**src/rtl/core_pkg.sv**
```systemverilog
// Shared types and default widths for the pipelined RISC-V core.
package core_pkg;

   localparam int unsigned DEF_XLEN       = 32;
   localparam int unsigned DEF_REG_ADDR_W = 5;
   localparam int unsigned DEF_RES_SEL_W  = 2;

   typedef enum logic [1:0] {
      RES_ALU = 2'd0,
      RES_MEM = 2'd1,
      RES_PC4 = 2'd2,
      RES_IMM = 2'd3
   } res_src_e;

   typedef struct packed {
      logic [DEF_XLEN-1:0]       result;
      logic [DEF_REG_ADDR_W-1:0] rd;
      logic                      reg_write;
   } wb_entry_t;

   // Entry count of the 2-deep skid buffer.
   typedef enum logic [1:0] {
      SB_EMPTY = 2'd0,
      SB_FULL  = 2'd1,
      SB_SKID  = 2'd2
   } skid_state_e;

   // Head register update chosen by the skid buffer FSM.
   typedef enum logic [1:0] {
      HOP_HOLD  = 2'd0,
      HOP_IN    = 2'd1,
      HOP_SKID  = 2'd2,
      HOP_CLEAR = 2'd3
   } head_op_e;

endpackage

```
**src/rtl/mw_pipe_stage_if.sv**
```systemverilog
// MEM->WB handshake and payload bundle; master is the environment, slave is the stage.
interface mw_pipe_stage_if #(
   parameter int unsigned XLEN       = core_pkg::DEF_XLEN,
   parameter int unsigned REG_ADDR_W = core_pkg::DEF_REG_ADDR_W,
   parameter int unsigned RES_SEL_W  = core_pkg::DEF_RES_SEL_W
);
   logic                  m_valid;
   logic                  m_ready;
   logic [XLEN-1:0]       alu_result_m;
   logic [XLEN-1:0]       read_data_m;
   logic [XLEN-1:0]       imm_ext_m;
   logic [XLEN-1:0]       pc_plus4_m;
   logic [REG_ADDR_W-1:0] rd_m;
   logic                  reg_write_m;
   logic [RES_SEL_W-1:0]  result_src_m;
   logic                  w_valid;
   logic                  w_ready;
   logic [XLEN-1:0]       result_w;
   logic [REG_ADDR_W-1:0] rd_w;
   logic                  reg_write_w;

   modport master (
      output m_valid, alu_result_m, read_data_m, imm_ext_m, pc_plus4_m,
             rd_m, reg_write_m, result_src_m, w_ready,
      input  m_ready, w_valid, result_w, rd_w, reg_write_w
   );

   modport slave (
      input  m_valid, alu_result_m, read_data_m, imm_ext_m, pc_plus4_m,
             rd_m, reg_write_m, result_src_m, w_ready,
      output m_ready, w_valid, result_w, rd_w, reg_write_w
   );
endinterface

```
**src/rtl/skid_buf2.sv**
```systemverilog
// Generic 2-entry valid/ready buffer on an opaque payload with flush.
// Invalid entries are held at zero so payload outputs are quiet when empty.
module skid_buf2
   import core_pkg::*;
#(
   parameter int unsigned W = 8
) (
   input  logic         clk,
   input  logic         rst_n,
   input  logic         flush,
   input  logic         in_valid,
   output logic         in_ready,
   input  logic [W-1:0] in_data,
   output logic         out_valid,
   input  logic         out_ready,
   output logic [W-1:0] out_data
);

   skid_state_e  state_q, state_d;
   head_op_e     head_op;
   logic         skid_load, skid_clear;
   logic         valid_q, ready_q;
   logic         accept, retire;
   logic [W-1:0] head_q, skid_q;

   assign accept    = in_valid & ready_q;
   assign retire    = valid_q & out_ready;
   assign in_ready  = ready_q;
   assign out_valid = valid_q;
   assign out_data  = head_q;

   always_ff @(posedge clk) begin
      if (!rst_n) begin
         state_q <= SB_EMPTY;
         valid_q <= 1'b0;
         ready_q <= 1'b1;
      end else begin
         state_q <= state_d;
         valid_q <= (state_d != SB_EMPTY);
         ready_q <= (state_d != SB_SKID);
      end
   end

   // Flush overrides everything; skid never bypasses the head.
   always_comb begin
      state_d    = state_q;
      head_op    = HOP_HOLD;
      skid_load  = 1'b0;
      skid_clear = 1'b0;
      if (flush) begin
         state_d    = SB_EMPTY;
         head_op    = HOP_CLEAR;
         skid_clear = 1'b1;
      end else begin
         case (state_q)
            SB_EMPTY: begin
               if (accept) begin
                  state_d = SB_FULL;
                  head_op = HOP_IN;
               end
            end
            SB_FULL: begin
               if (accept && retire) begin
                  head_op = HOP_IN;
               end else if (accept) begin
                  state_d   = SB_SKID;
                  skid_load = 1'b1;
               end else if (retire) begin
                  state_d = SB_EMPTY;
                  head_op = HOP_CLEAR;
               end
            end
            SB_SKID: begin
               if (retire) begin
                  state_d    = SB_FULL;
                  head_op    = HOP_SKID;
                  skid_clear = 1'b1;
               end
            end
            default: begin
               state_d    = SB_EMPTY;
               head_op    = HOP_CLEAR;
               skid_clear = 1'b1;
            end
         endcase
      end
   end

   always_ff @(posedge clk) begin
      if (!rst_n) begin
         head_q <= '0;
         skid_q <= '0;
      end else begin
         case (head_op)
            HOP_IN:    head_q <= in_data;
            HOP_SKID:  head_q <= skid_q;
            HOP_CLEAR: head_q <= '0;
            default:   head_q <= head_q;
         endcase
         if (skid_clear) begin
            skid_q <= '0;
         end else if (skid_load) begin
            skid_q <= in_data;
         end
      end
   end

endmodule

```
**src/rtl/mw_pipe_stage.sv**
```systemverilog
// MEM->WB pipeline stage: capture-time result mux, 2-entry skid buffer, x0 write suppression.
// Define MW_PIPE_PERF_EN to add saturating retired/stall/flush counters.
module mw_pipe_stage
   import core_pkg::*;
#(
   parameter int unsigned XLEN       = DEF_XLEN,
   parameter int unsigned REG_ADDR_W = DEF_REG_ADDR_W,
   parameter int unsigned RES_SEL_W  = DEF_RES_SEL_W
) (
   input  logic                  clk,
   input  logic                  rst_n,
   input  logic                  flush_w,
   mw_pipe_stage_if.slave        io
`ifdef MW_PIPE_PERF_EN
   ,
   output logic [31:0]           perf_retired,
   output logic [31:0]           perf_stall,
   output logic [31:0]           perf_flush
`endif
);

   localparam int unsigned EW = XLEN + REG_ADDR_W + 1;

   typedef struct packed {
      logic [XLEN-1:0]       result;
      logic [REG_ADDR_W-1:0] rd;
      logic                  reg_write;
   } entry_t;

   entry_t in_e, head_e;

   // Only the selected result is stored; the write enable is pre-qualified against x0.
   always_comb begin
      in_e = '0;
      case (io.result_src_m)
         RES_SEL_W'(RES_ALU): in_e.result = io.alu_result_m;
         RES_SEL_W'(RES_MEM): in_e.result = io.read_data_m;
         RES_SEL_W'(RES_PC4): in_e.result = io.pc_plus4_m;
         RES_SEL_W'(RES_IMM): in_e.result = io.imm_ext_m;
         default:             in_e.result = '0;
      endcase
      in_e.rd        = io.rd_m;
      in_e.reg_write = io.reg_write_m & (io.rd_m != '0);
   end

   skid_buf2 #(.W(EW)) u_skid (
      .clk       (clk),
      .rst_n     (rst_n),
      .flush     (flush_w),
      .in_valid  (io.m_valid),
      .in_ready  (io.m_ready),
      .in_data   (in_e),
      .out_valid (io.w_valid),
      .out_ready (io.w_ready),
      .out_data  (head_e)
   );

   // Head is zeroed whenever invalid, so its write bit is already valid-qualified.
   assign io.result_w    = head_e.result;
   assign io.rd_w        = head_e.rd;
   assign io.reg_write_w = head_e.reg_write;

`ifdef MW_PIPE_PERF_EN
   always_ff @(posedge clk) begin
      if (!rst_n) begin
         perf_retired <= '0;
         perf_stall   <= '0;
         perf_flush   <= '0;
      end else begin
         if (io.w_valid && io.w_ready && (perf_retired != '1)) begin
            perf_retired <= perf_retired + 32'd1;
         end
         if (io.w_valid && !io.w_ready && (perf_stall != '1)) begin
            perf_stall <= perf_stall + 32'd1;
         end
         if (flush_w && io.w_valid && (perf_flush != '1)) begin
            perf_flush <= perf_flush + 32'd1;
         end
      end
   end
`endif

endmodule

```
**src/flat_wrapper.sv**
```systemverilog
// flat-port wrapper written by rule: the top's interface ports become plain ports
module mw_pipe_stage_flat import core_pkg::*;
#(
   parameter int unsigned XLEN       = DEF_XLEN,
   parameter int unsigned REG_ADDR_W = DEF_REG_ADDR_W,
   parameter int unsigned RES_SEL_W  = DEF_RES_SEL_W
)
  (clk, rst_n, flush_w, io_m_valid, io_alu_result_m, io_read_data_m, io_imm_ext_m, io_pc_plus4_m, io_rd_m, io_reg_write_m, io_result_src_m, io_w_ready, io_m_ready, io_w_valid, io_result_w, io_rd_w, io_reg_write_w);
  mw_pipe_stage_if #(.XLEN(XLEN), .REG_ADDR_W(REG_ADDR_W), .RES_SEL_W(RES_SEL_W)) io_i ();
  input  logic clk;
  input  logic rst_n;
  input  logic flush_w;
  input wire logic [$bits(io_i.m_valid)-1:0] io_m_valid;
  input wire logic [$bits(io_i.alu_result_m)-1:0] io_alu_result_m;
  input wire logic [$bits(io_i.read_data_m)-1:0] io_read_data_m;
  input wire logic [$bits(io_i.imm_ext_m)-1:0] io_imm_ext_m;
  input wire logic [$bits(io_i.pc_plus4_m)-1:0] io_pc_plus4_m;
  input wire logic [$bits(io_i.rd_m)-1:0] io_rd_m;
  input wire logic [$bits(io_i.reg_write_m)-1:0] io_reg_write_m;
  input wire logic [$bits(io_i.result_src_m)-1:0] io_result_src_m;
  input wire logic [$bits(io_i.w_ready)-1:0] io_w_ready;
  output wire logic [$bits(io_i.m_ready)-1:0] io_m_ready;
  output wire logic [$bits(io_i.w_valid)-1:0] io_w_valid;
  output wire logic [$bits(io_i.result_w)-1:0] io_result_w;
  output wire logic [$bits(io_i.rd_w)-1:0] io_rd_w;
  output wire logic [$bits(io_i.reg_write_w)-1:0] io_reg_write_w;
  assign io_i.m_valid = io_m_valid;
  assign io_i.alu_result_m = io_alu_result_m;
  assign io_i.read_data_m = io_read_data_m;
  assign io_i.imm_ext_m = io_imm_ext_m;
  assign io_i.pc_plus4_m = io_pc_plus4_m;
  assign io_i.rd_m = io_rd_m;
  assign io_i.reg_write_m = io_reg_write_m;
  assign io_i.result_src_m = io_result_src_m;
  assign io_i.w_ready = io_w_ready;
  assign io_m_ready = io_i.m_ready;
  assign io_w_valid = io_i.w_valid;
  assign io_result_w = io_i.result_w;
  assign io_rd_w = io_i.rd_w;
  assign io_reg_write_w = io_i.reg_write_w;
  mw_pipe_stage #(.XLEN(XLEN), .REG_ADDR_W(REG_ADDR_W), .RES_SEL_W(RES_SEL_W)) u_core (.clk(clk), .rst_n(rst_n), .flush_w(flush_w), .io(io_i));
endmodule
```
**config.mk**
```make
export PLATFORM = sky130hd
export DESIGN_NAME = mw_pipe_stage_flat
export DESIGN_NICKNAME = d
export VERILOG_FILES = /design/src/rtl/core_pkg.sv /design/src/rtl/mw_pipe_stage_if.sv /design/src/rtl/skid_buf2.sv /design/src/rtl/mw_pipe_stage.sv /design/src/flat_wrapper.sv
export SDC_FILE = /design/constraint.sdc
export NUM_CORES = 1
export LEC_CHECK = 0
export CORE_UTILIZATION = 39
export DETAILED_ROUTE_END_ITERATION = 10
export GPL_TIMING_DRIVEN = 0
export PLACE_DENSITY_LB_ADDON = 0.15
export SETUP_SLACK_MARGIN = 0.05
export SYNTH_ARGS = -nofsm -noshare
export SYNTH_HDL_FRONTEND = slang
export SYNTH_SLANG_ARGS = --single-unit
export TNS_END_PERCENT = 100
```
**constraint.sdc**
```tcl
create_clock -name clk -period 1.9 [get_ports clk]
set_input_delay 0.57 -clock clk [delete_from_list [all_inputs] [get_ports clk]]
set_output_delay 0.57 -clock clk [all_outputs]
set_load 0.05 [all_outputs]
```
==> impl_metrics.csv <==
group,metric,value,unit
status,status,"finished clean",
floorplan,die_area,11100,um2
global_route,grt_max_degree,14,
logic_synthesis,yosysTopAreaCell,"dfxtp_1",
worst_setup_path,cpPeakStageDelay,330,ps
logic_synthesis,synth.area.top_cells,"dfxtp_1 38%, mux4_2 17%, nand2_1 12%",
route,dr.first_iter.drc_count,164,
power_and_ir_drop,vdd_drop_max,0.344,mV
worst_setup_path,end_kind,"register",
worst_setup_path,timing.rr.end,"u_core.u_skid.skid_q[33]",
place,hpwl,9820,um
logic_synthesis,ys.flop_type,"dfxtp_1",
min_path,hp-class,"reg -> reg",
min_path,min_to,"u_core.u_skid.out_data[10]",
finish,layout-drive-gt1-share,18.7,%
min_path,min_from,"u_core.u_skid.out_data[10]",
timing,fin_crit_sh,95.3,%
route,ant_nets,0,
worst_setup_path,crit_chain,"dlygate4sd2_1 -> a21o_1 -> a311o_1 -> buf_4 -> clkbuf_4 -> nand4_1 -> o221ai_1",
floorplan,io-pin-count,181,
timing,setup-violations-final,0,
logic_synthesis,synthArstFlopShare,0,%
logic_synthesis,netlist_top_cells_count,"129 x nand2_1, 80 x dfxtp_1, 57 x a21oi_1, 32 x mux4_2, 19 x buf_2",
logic_synthesis,synth_top_area_share,38.5,%
route,wl_per_cell,16.8,um
clock_tree,path_clk_slew,80,ps
worst_setup_path,required,2120,ps
finish,final_cell_area,6370,um2
place,place_area,6130,um2
floorplan,die_h,105,um
clock_tree,numCtsBuffers,9,
timing,relSlewSlack,48.2,%
flow_run,cap_violations,0,
timing,whs,455,ps
power_and_ir_drop,finalPower,0.00420,W
timing,fmax,552,MHz
logic_synthesis,synth_fp_nets,570,
worst_setup_path,crit_family,"buffers and inverters",
timing,clock_skew,6.76,ps
worst_setup_path,crit_type,"in -> reg",
worst_setup_path,slowest_stage,"a311o_1",
route,vias_per_cell,5.33,
worst_setup_path,rr_startpoint,"u_core.u_skid.state_q[1]",
logic_synthesis,ys_ff_latch,80,
finish,area_growth,53.0,%
floorplan,placementRows,37,
logic_synthesis,syn_area_per_cell,9.70,um2
finish,diodes,0,
timing,worst_pin_slew,777,ps
logic_synthesis,synth_most_common_cell,"nand2_1",
worst_setup_path,reg2reg_slack,140,ps
clock_tree,clk_latency,360,ps
logic_synthesis,synth_edf_count,0,
logic_synthesis,syn-instance-count,429,
global_route,grt_overflow,0,
global_route,antenna_found_initial,0,
route,vias,4057,
floorplan,start_util,40.3,%
power_and_ir_drop,static-leakage-power,2.40,nW
worst_setup_path,path_buf_inv,3,
route,first_pass_iters,4,
route,drc,0,
logic_synthesis,ys_types,41,
global_route,grt_usage,24.1,%
timing,post-route-min-period,1810,ps
logic_synthesis,syn_area,4160,um2
clock_tree,cts-root-buf,"clkbuf_8",
clock_tree,cts_hold_repair.buffers,0,
min_path,hold_depth,1,
clock_tree,clock_sinks,80,
logic_synthesis,synth_warnings,0,
route,wl,12800,um
timing,rsz0062_at_grt,"no",
worst_setup_path,crit_fanout,10,
timing,report.final.slew_viol_count,0,
logic_synthesis,seq_area_frac_synth,38.5,%
place,portBuffers,178,
clock_tree,cts_tree,"yes",
worst_setup_path,worst_ep_arrival_time,2030,ps
global_route,grt_pass1_wl,20600,um
timing,hold_viol_final,0,
clock_tree,cts_buffer_depth,2,
clock_tree,h-tree-depth,3,
floorplan,fp.dieW,105,um
power_and_ir_drop,p_per_area,659,nW/um2
worst_setup_path,reg2reg_depth,7,
floorplan,coreArea,10300,um2
finish,final_nets,761,
place,gp_congestion,0.794,
worst_setup_path,start_kind,"input port",
global_route,grt_pass1_vias,4098,
power breakdown:
group | leakage (nW) | internal, W | total, W | switching [W]
combinational | 1.64 | 0.000527 | 0.00104 | 0.000512
sequential | 0.650 | 0.00173 | 0.00176 | 0.0000309
clock | 0.112 | 0.000768 | 0.00140 | 0.000628
total | 2.40 | 0.00303 | 0.00420 | 0.00117
layer usage:
metal	wire length [um]	GRT usage, %	vias to the layer above	share of wire (%)
met5	0	0	-	0
met4	180	7.95	0	1.4
met3	1170	7.11	13	9.2
met2	6200	41.4	179	49
met1	5220	28.8	1927	41
li1	-	-	1938	-
logic make-up (layout without fill, tap and decap cells):
group	after synthesis	in the layout	synth area share (%)
compound gates	114	114	20.6
buf+inv	40	236	5.35
flops	80	80	38.5
mux	47	47	20.9
simple gates	148	148	14.7
area by class of cell:
class / instances / area (um2)
fill: 903 / 3960
multi-input combinational: 309 / 2360
timing repair buffer: 180 / 1740
sequential: 80 / 1600
buffer: 38 / 262
tap: 136 / 170
clock buffer: 10 / 138
clock inverter: 6 / 82.6
inverter: 2 / 7.51
layout by cell type (no fill, tap or decap), drive strengths merged, types with 3 or more instances in the layout:
master,n
a21o,7
a21oi,57
a221oi,18
a22o,5
buf,25
clkbuf,32
clkdlybuf4s15,17
clkdlybuf4s50,134
clkinv,3
dfxtp,80
dlygate4sd2,19
mux2i,15
mux4,32
nand2,129
nor2,3
o21ai,15
metrics by stage:
stage | setup TNS, ps | instances | setup slack [ps] | util [%]
CTS | 0 | 760 | 55.9 | 61.5
global route | 0 | 761 | 50.0 | 61.7
floorplan | 0 | 429 | 52.9 | -
global placement | -38530 | 743 | -754 | 59.3
finish | 0 | 761 | 89.0 | 61.7
detailed placement | -41380 | 743 | -810 | 59.3
state kept, by name (all words and copies together) (netlist names):
signal	count
u_core.u_skid.out_data	38
u_core.u_skid.skid_q	38
u_core.u_skid.state_q	2
u_core.u_skid.in_ready	1
u_core.u_skid.out_valid	1
repair_timing:
item,CTS,global route
gates resized for setup,61,37
setup buffers,1,1
pin swaps,3,1
hold endpoints to repair,0,0
endpoints found under the setup margin,96,76
worst max-delay path by stage:
stage / startpoint / to / slack [ps] / cells past startpoint
global route: u_core.u_skid.out_data[34] / io_result_w[28] / 50 / 1
detailed placement: io_w_ready / u_core.u_skid.skid_q[22] / -810 / 7
finish: flush_w / u_core.u_skid.out_data[37] / 90 / 7
global placement: io_w_ready / u_core.u_skid.skid_q[23] / -750 / 7
CTS: io_m_valid / u_core.u_skid.out_data[37] / 60 / 7
floorplan: io_result_src_m[0] / u_core.u_skid.out_data[37] / 50 / 5
Note: power is estimated with default switching activity, not from simulation.
